===== src/rtl/seq_ripple_adder.sv =====
// seq_ripple_adder: multi-cycle adder that sums CHUNK bits per clock, LSB chunk
// first, rippling the carry through a register between cycles.
// {C_Out, Sum} = a + b + cin, finished NCH = WIDTH/CHUNK cycles after start.
// Optional feature: define SEQ_ADDER_OVF_EN to add the registered signed-overflow
// output ovf.
module seq_ripple_adder #(
    parameter int WIDTH = 8,
    parameter int CHUNK = 2
) (
    input  logic             clk,
    input  logic             rst_n,
    input  logic             start,
    input  logic [WIDTH-1:0] a,
    input  logic [WIDTH-1:0] b,
    input  logic             cin,
    output logic             busy,
    output logic             done,
    output logic [WIDTH-1:0] Sum,
    output logic             C_Out
`ifdef SEQ_ADDER_OVF_EN
    ,
    output logic             ovf
`endif
);

    localparam int NCH   = WIDTH / CHUNK;
    localparam int IDX_W = (NCH > 1) ? $clog2(NCH) : 1;
    localparam logic [IDX_W-1:0] LAST_IDX = IDX_W'(NCH - 1);

    typedef enum logic [1:0] {
        IDLE = 2'd0,
        BUSY = 2'd1,
        DONE = 2'd2
    } state_t;

    state_t           state_reg, state_next;
    logic [WIDTH-1:0] a_reg, b_reg, psum_reg, sum_reg;
    logic             carry_reg, cout_reg;
    logic [IDX_W-1:0] idx_reg;

    logic             accept, last_chunk;
    logic [NCH-1:0]   chunk_hit;
    logic [CHUNK-1:0] a_sel [NCH];
    logic [CHUNK-1:0] b_sel [NCH];
    logic [CHUNK-1:0] a_cur, b_cur, chunk_sum;
    logic             chunk_cout;
    logic [WIDTH-1:0] psum_next;

    // A new operation may only be taken while no addition is in flight.
    assign accept     = start && (state_reg != BUSY);
    assign last_chunk = (idx_reg == LAST_IDX);

    // Per-chunk slicing: one-hot chunk select, masked operand slices, and the
    // partial-sum merge that replaces only the chunk being processed.
    genvar gi;
    generate
        for (gi = 0; gi < NCH; gi++) begin : g_chunk
            localparam logic [IDX_W-1:0] K = IDX_W'(gi);
            assign chunk_hit[gi] = (idx_reg == K);
            assign a_sel[gi] = chunk_hit[gi] ? a_reg[gi*CHUNK +: CHUNK] : '0;
            assign b_sel[gi] = chunk_hit[gi] ? b_reg[gi*CHUNK +: CHUNK] : '0;
            assign psum_next[gi*CHUNK +: CHUNK] =
                chunk_hit[gi] ? chunk_sum : psum_reg[gi*CHUNK +: CHUNK];
        end
    endgenerate

    // Gather the active chunk and add it together with the rippled carry.
    always_comb begin
        a_cur = '0;
        b_cur = '0;
        for (int k = 0; k < NCH; k++) begin
            a_cur = a_cur | a_sel[k];
            b_cur = b_cur | b_sel[k];
        end
        {chunk_cout, chunk_sum} = {1'b0, a_cur} + {1'b0, b_cur} + {{CHUNK{1'b0}}, carry_reg};
    end

    // State register.
    always_ff @(posedge clk) begin
        if (!rst_n) begin
            state_reg <= IDLE;
        end else begin
            state_reg <= state_next;
        end
    end

    // Next-state logic: IDLE/DONE accept start, BUSY runs until the last chunk.
    always_comb begin
        state_next = state_reg;
        case (state_reg)
            IDLE:    if (start) state_next = BUSY;
            BUSY:    if (last_chunk) state_next = DONE;
            DONE:    state_next = start ? BUSY : IDLE;
            default: state_next = IDLE;
        endcase
    end

    // Datapath: capture operands on accept, then one chunk per BUSY cycle;
    // the result registers only move on the final chunk.
    always_ff @(posedge clk) begin
        if (!rst_n) begin
            a_reg     <= '0;
            b_reg     <= '0;
            psum_reg  <= '0;
            carry_reg <= 1'b0;
            idx_reg   <= '0;
            sum_reg   <= '0;
            cout_reg  <= 1'b0;
        end else if (accept) begin
            a_reg     <= a;
            b_reg     <= b;
            carry_reg <= cin;
            idx_reg   <= '0;
        end else if (state_reg == BUSY) begin
            psum_reg  <= psum_next;
            carry_reg <= chunk_cout;
            idx_reg   <= idx_reg + 1'b1;
            if (last_chunk) begin
                sum_reg  <= psum_next;
                cout_reg <= chunk_cout;
            end
        end
    end

`ifdef SEQ_ADDER_OVF_EN
    logic ovf_reg;

    // Signed overflow: operands agree in sign but the result sign differs.
    always_ff @(posedge clk) begin
        if (!rst_n) begin
            ovf_reg <= 1'b0;
        end else if (!accept && (state_reg == BUSY) && last_chunk) begin
            ovf_reg <= (a_reg[WIDTH-1] == b_reg[WIDTH-1]) &&
                       (psum_next[WIDTH-1] != a_reg[WIDTH-1]);
        end
    end

    assign ovf = ovf_reg;
`endif

    assign busy  = (state_reg == BUSY);
    assign done  = (state_reg == DONE);
    assign Sum   = sum_reg;
    assign C_Out = cout_reg;

endmodule


===== config.mk =====
export PLATFORM = sky130hd
export DESIGN_NAME = seq_ripple_adder
export DESIGN_NICKNAME = d
export VERILOG_FILES = /design/src/rtl/seq_ripple_adder.sv
export SDC_FILE = /design/constraint.sdc
export NUM_CORES = 1
export LEC_CHECK = 0
export BUFFER_PORTS_ARGS = -buffer_cell sky130_fd_sc_hd__buf_2
export CAP_MARGIN = 20
export CORE_MARGIN = 2
export CORE_UTILIZATION = 60
export CTS_BUF_LIST = sky130_fd_sc_hd__clkbuf_4 sky130_fd_sc_hd__clkbuf_8
export DETAILED_ROUTE_END_ITERATION = 8
export PLACE_DENSITY_LB_ADDON = 0.05
export SYNTH_ARGS = -nofsm -noshare
export SYNTH_HDL_FRONTEND = slang
export SYNTH_SLANG_ARGS = --single-unit

===== constraint.sdc =====
create_clock -name clk -period 6.6 [get_ports clk]
set_input_delay 0.66 -clock clk [delete_from_list [all_inputs] [get_ports clk]]
set_output_delay 0.66 -clock clk [all_outputs]
set_load 0.01 [all_outputs]

# Word level (Yosys, flattened, before mapping)
# Index checks and enable logic that the tools add are counted.
# totals
regBits,38
inputBits,20
# classes
addsub,3
eq_ne,8
mux,18
bitwise_logic,8
reduce_logical,8
# op_table
cell,n
$mux 2,14
$or 2x2->2,6
$eq 2x2->1 const B,3
$pmux 2 s3,1
$eq 2x1->1 const B,2
$logic_not 2->1,2
$ne 2x1->1 const B,2
$reduce_and 2->1,2
$add 2x2->3,1
$add 3x1->3,1
$mux 1,3
$reduce_and 3->1,1
$add 2x1->2 const B,1
$ne 2x2->1 const B,1
$not 1->1,2
$reduce_bool 2->1,1
$reduce_or 2->1,1
$logic_and 1x1->1,1

# Depth between registers and ports, before layout
# depth
depth_word,9
mapped_depth,10
depth_no_buf,9

# Worst setup path before layout
# OpenSTA, ideal clock, no wires.
# synth_path
path_type,flip-flop to flip-flop
from,register idx_reg[0]
to,"register sum_reg[7], in the netlist Sum[7]"
setup_ns,0.117
arrival_time_ns,2.195
required_ns,6.483
path_slack_ns,4.288
path_stages_with_launch,10
path_buffers,1
synth_period_minus_slack_ns,2.312
cell_sequence,dfxtp_1 inv_1 ha_1 clkbuf_1 a22o_1 a221oi_1 fa_1 inv_1 fa_1 a22o_1
# synth_between
elab_chain_cells,8
elab_cells_between_ends,22
classes_between,add/sub: 2; eq/ne: 3; mux: 9; bitwise: 6; reduce/logical: 2
# synth_rtl
item,line_no,rtl
start: declaration,39,logic [IDX_W-1:0] idx_reg;
start signal: assignment,117,idx_reg <= idx_reg + 1'b1;
$eq 2x1->1 / $logic_not 2->1 (equally long branches),59,assign chunk_hit[gi] = (idx_reg == K);
$mux 2 (on tied branches),"60, 61",
$or 2x2->2 (on tied branches) (3 in a row),"72, 73",
$add 2x2->3,75,"{chunk_cout, chunk_sum} = {1'b0, a_cur} + {1'b0, b_cur} + {{CHUNK{1'b0}}, carry_reg};"
$add 3x1->3,75,
$mux 2,63,chunk_hit[gi] ? chunk_sum : psum_reg[gi*CHUNK +: CHUNK];
end signal: assignment,119,sum_reg <= psum_next;
end: declaration,37,"logic [WIDTH-1:0] a_reg, b_reg, psum_reg, sum_reg;"
# Several ways; a longest one is shown, not always the timed one.
# A chain may end at the register's enable or synchronous reset.

# Worst setup path after layout
# layout_path
from,register idx_reg[0]
to,register psum_reg[5]
# layout_between
elab_chain_cells,8
elab_cells_between_ends,21
classes_between,add/sub: 2; eq/ne: 3; mux: 9; bitwise: 6; reduce/logical: 1
# layout_rtl
item,line_no,rtl
$eq 2x1->1 / $logic_not 2->1 (equally long branches),59,
$mux 2 (on tied branches),"60, 61",
$or 2x2->2 (on tied branches) (3 in a row),"72, 73",
$add 2x2->3,75,
$add 3x1->3,75,
$mux 2 (*),63,
end signal: assignment,115,psum_reg <= psum_next;
end: declaration,37,
# Mark *: on every way between the ends. The rest lies on a longest branch, timed or not.

==> results.tsv <==
stage	metric	value	unit
run_status	status	complete, no violations	
cts	cts_buffers	5	
power_and_ir_drop	leakage	0.000875	µW
cts	cts.clk_slew.worst_paths	0.09	ns
job	cap_viol_max_count	0	
synth	syn-cell-area	0.00162	mm²
sta	tightest_slew	0.722	ns
final_layout	fin_nets	220	
final_layout	layout-drive-gt1-share	0.224	
cts	insertion_delay	0.33	ns
floorplan	io-pin-count	31	
final_layout	n_fill_cell	217	
detailed_routing	m1WireLength	1.47	mm
final_layout	syn_to_final_growth	10.0	%
synth	syn_avg_cell_area	9.71	µm²
setup_path	r2r_start	idx_reg[0]	
detailed_routing	antenna_left	0	
sta	final-max-slew-violation-count	0	
place	port_buffers	30	
power_and_ir_drop	switchingPower	104	µW
synth	async_reset_ff_frac	0	
sta	finClkSkew	0.00571	ns
sta	post-route-period-util	0.379	
detailed_routing	via_per_inst	5.60	
detailed_routing	wl_met3	138	µm
synth	synthesis.instances	167	
sta	finalSetupViolCount	0	
detailed_routing	drc	0	
place	gp_congestion	0.731	
cts	clock-sinks	36	
power_and_ir_drop	intPower	287	µW
synth	yosys_warnings	0	
detailed_routing	top_layer_used	met4	
final_layout	diodes	0	
global_route	grt_pass1_wl	5.40	mm
min_path	hp-class	register to register	
min_path	hp-start	psum_reg[2]	
cts	post_cts_resized	0	
sta	final_hold_viol_count	0	
power_and_ir_drop	total_power	391	µW
floorplan	coreArea	0.00252	mm²
detailed_routing	via_count	1243	
sta	rsz0062_at_grt	no	
global_route	grt_max_degree	47	
synth	seq_area_frac_synth	0.444	
detailed_routing	drt_wl_total	3.05	mm
sta	fin_crit	2.50	ns
sta	slew_headroom	0.519	
power_and_ir_drop	cellPowerDensity	219	mW/mm²
synth	synth_cell_types	31	
final_layout	most-common-layout-cells	nand2_1, dfxtp_1, buf_2	
cts	cts_hold_buf	0	
synth	synthesis.nets	193	
setup_path	start_kind	register	
cts	post-cts-setup-buffers	0	
synth	synth_top_flop_cell	dfxtp_1	
floorplan	die_area	0.00313	mm²
setup_path	startpoint	idx_reg[0]	
cts	tritoncts	yes	
global_route	antenna_found_initial	0	
sta	setup_tns	0	ns
setup_path	end_kind	register	
detailed_routing	drt_iter0_drc	51	
setup_path	crit_type	register to register	
place	dp_hpwl	2.24	mm
setup_path	worstPathMaxFanout	8	
power_and_ir_drop	swShare	0.265	
cts	cts_root_buf	clkbuf_4	
final_layout	final_common_cell	nand2_1	
detailed_routing	drtPass1Iterations	4	
global_route	track_usage	0.223	
cts	htreeDepth	2	
power_and_ir_drop	clkPwrFrac	0.255	
setup_path	cp.arrival	2.77	ns
floorplan	die_x	56.0	µm
floorplan	die_h	56.0	µm
global_route	first_global_vias	1186	
detailed_routing	wl_per_cell	13.7	µm
synth	ys_seq_elements	36	
power_and_ir_drop	pwr-share-comb	0.150	
synth	synth_edf_count	0	
global_route	overflow	0	
sta	fmax	399	MHz
cts	cts_buffer_depth	2	
setup_path	critical_path_required	6.87	ns
floorplan	start_util	0.643	
power_and_ir_drop	vdd_drop_max	0.000202	V
power_and_ir_drop	power_frac_seq	0.595	
detailed_routing	met2_length	1.38	mm
floorplan	fp-row-count	18	
cell usage after synthesis (2+ instances only):
master / instances / share of area
nand2_1: 45 / 0.10
dfxtp_1: 36 / 0.44
mux2i_1: 25 / 0.15
a22o_1: 7 / 0.038
inv_1: 6 / 0.014
a21oi_1: 5 / 0.015
clkbuf_1: 5 / 0.012
a22oi_1: 4 / 0.019
ha_1: 4 / 0.031
o2bb2ai_1: 4 / 0.022
nor2_1: 3 / 0.0069
a221oi_1: 2 / 0.011
buf_2: 2 / 0.0062
fa_1: 2 / 0.025
cells by family (layout without fill, tap and decap cells):
logic type | Yosys count | after routing | synth area share
muxes | 26 | 26 | 0.161
xor gates and xnor gates | 1 | 1 | 0.00540
DFF | 36 | 36 | 0.444
buffers and inverters | 17 | 42 | 0.0594
adders and majority gates | 6 | 6 | 0.0556
AOI/OAI and AO/OA | 25 | 25 | 0.118
and+or+nand+nor | 56 | 56 | 0.156
stage by stage:
| step | setup WS [ns] | utilization | instance area (µm²) | cells | hold slack, ns |
|---|---|---|---|---|---|
| floorplan | 4.29 | - | 1620 | 167 | 0.438 |
| global placement | 4.23 | 0.692 | 1750 | 217 | 0.441 |
| detailed placement | 4.13 | 0.692 | 1750 | 217 | 0.445 |
| CTS | 4.12 | 0.707 | 1780 | 222 | 0.468 |
| global route | 3.94 | 0.707 | 1780 | 222 | 0.490 |
| finish | 4.10 | 0.707 | 1780 | 222 | 0.465 |
critical path, stage by stage, from the launching register on:
cell and delay (ns):
dfxtp_1 0.37, inv_1 0.09, ha_1 0.31, a22o_1 0.26, a221oi_1 0.28, fa_1 0.23
inv_1 0.05, fa_1 0.56, nand2_1 0.12, mux2i_1 0.16
routing by layer:
| layer | vias up | track usage |
|---|---|---|
| met4 | 0 | 0.0986 |
| li1 | 621 | - |
| met5 | - | 0 |
| met3 | 6 | 0.0721 |
| met2 | 31 | 0.334 |
| met1 | 585 | 0.294 |
final timing paths:
check,slack (ns),cells after the start,endpoint
hold reg to reg,0.46,2,psum_reg[2]
setup / recovery,4.10,9,psum_reg[5]
setup reg to reg,4.10,9,psum_reg[5]
hold / removal,0.46,2,psum_reg[2]
final cells by class:
| cell class | instances | area, µm² | area share |
|---|---|---|---|
| clock buffers | 5 | 37.5 | 0.0210 |
| flip-flops and latches | 36 | 721 | 0.404 |
| multi-input cells | 114 | 805 | 0.451 |
| inverters | 7 | 33.8 | 0.0189 |
| repair buffers | 30 | 150 | 0.0842 |
| well taps | 30 | 37.5 | 0.0210 |
power by group through the flow:
stage	logic (µW)	registers, µW	clock network (µW)
floorplan	45.8	236	0
global placement	55.8	238	0
detailed placement	58.6	238	0
CTS	58.7	233	102
global route	65.6	234	113
finish	58.7	233	99.6
(Power assumes the default switching activity.)
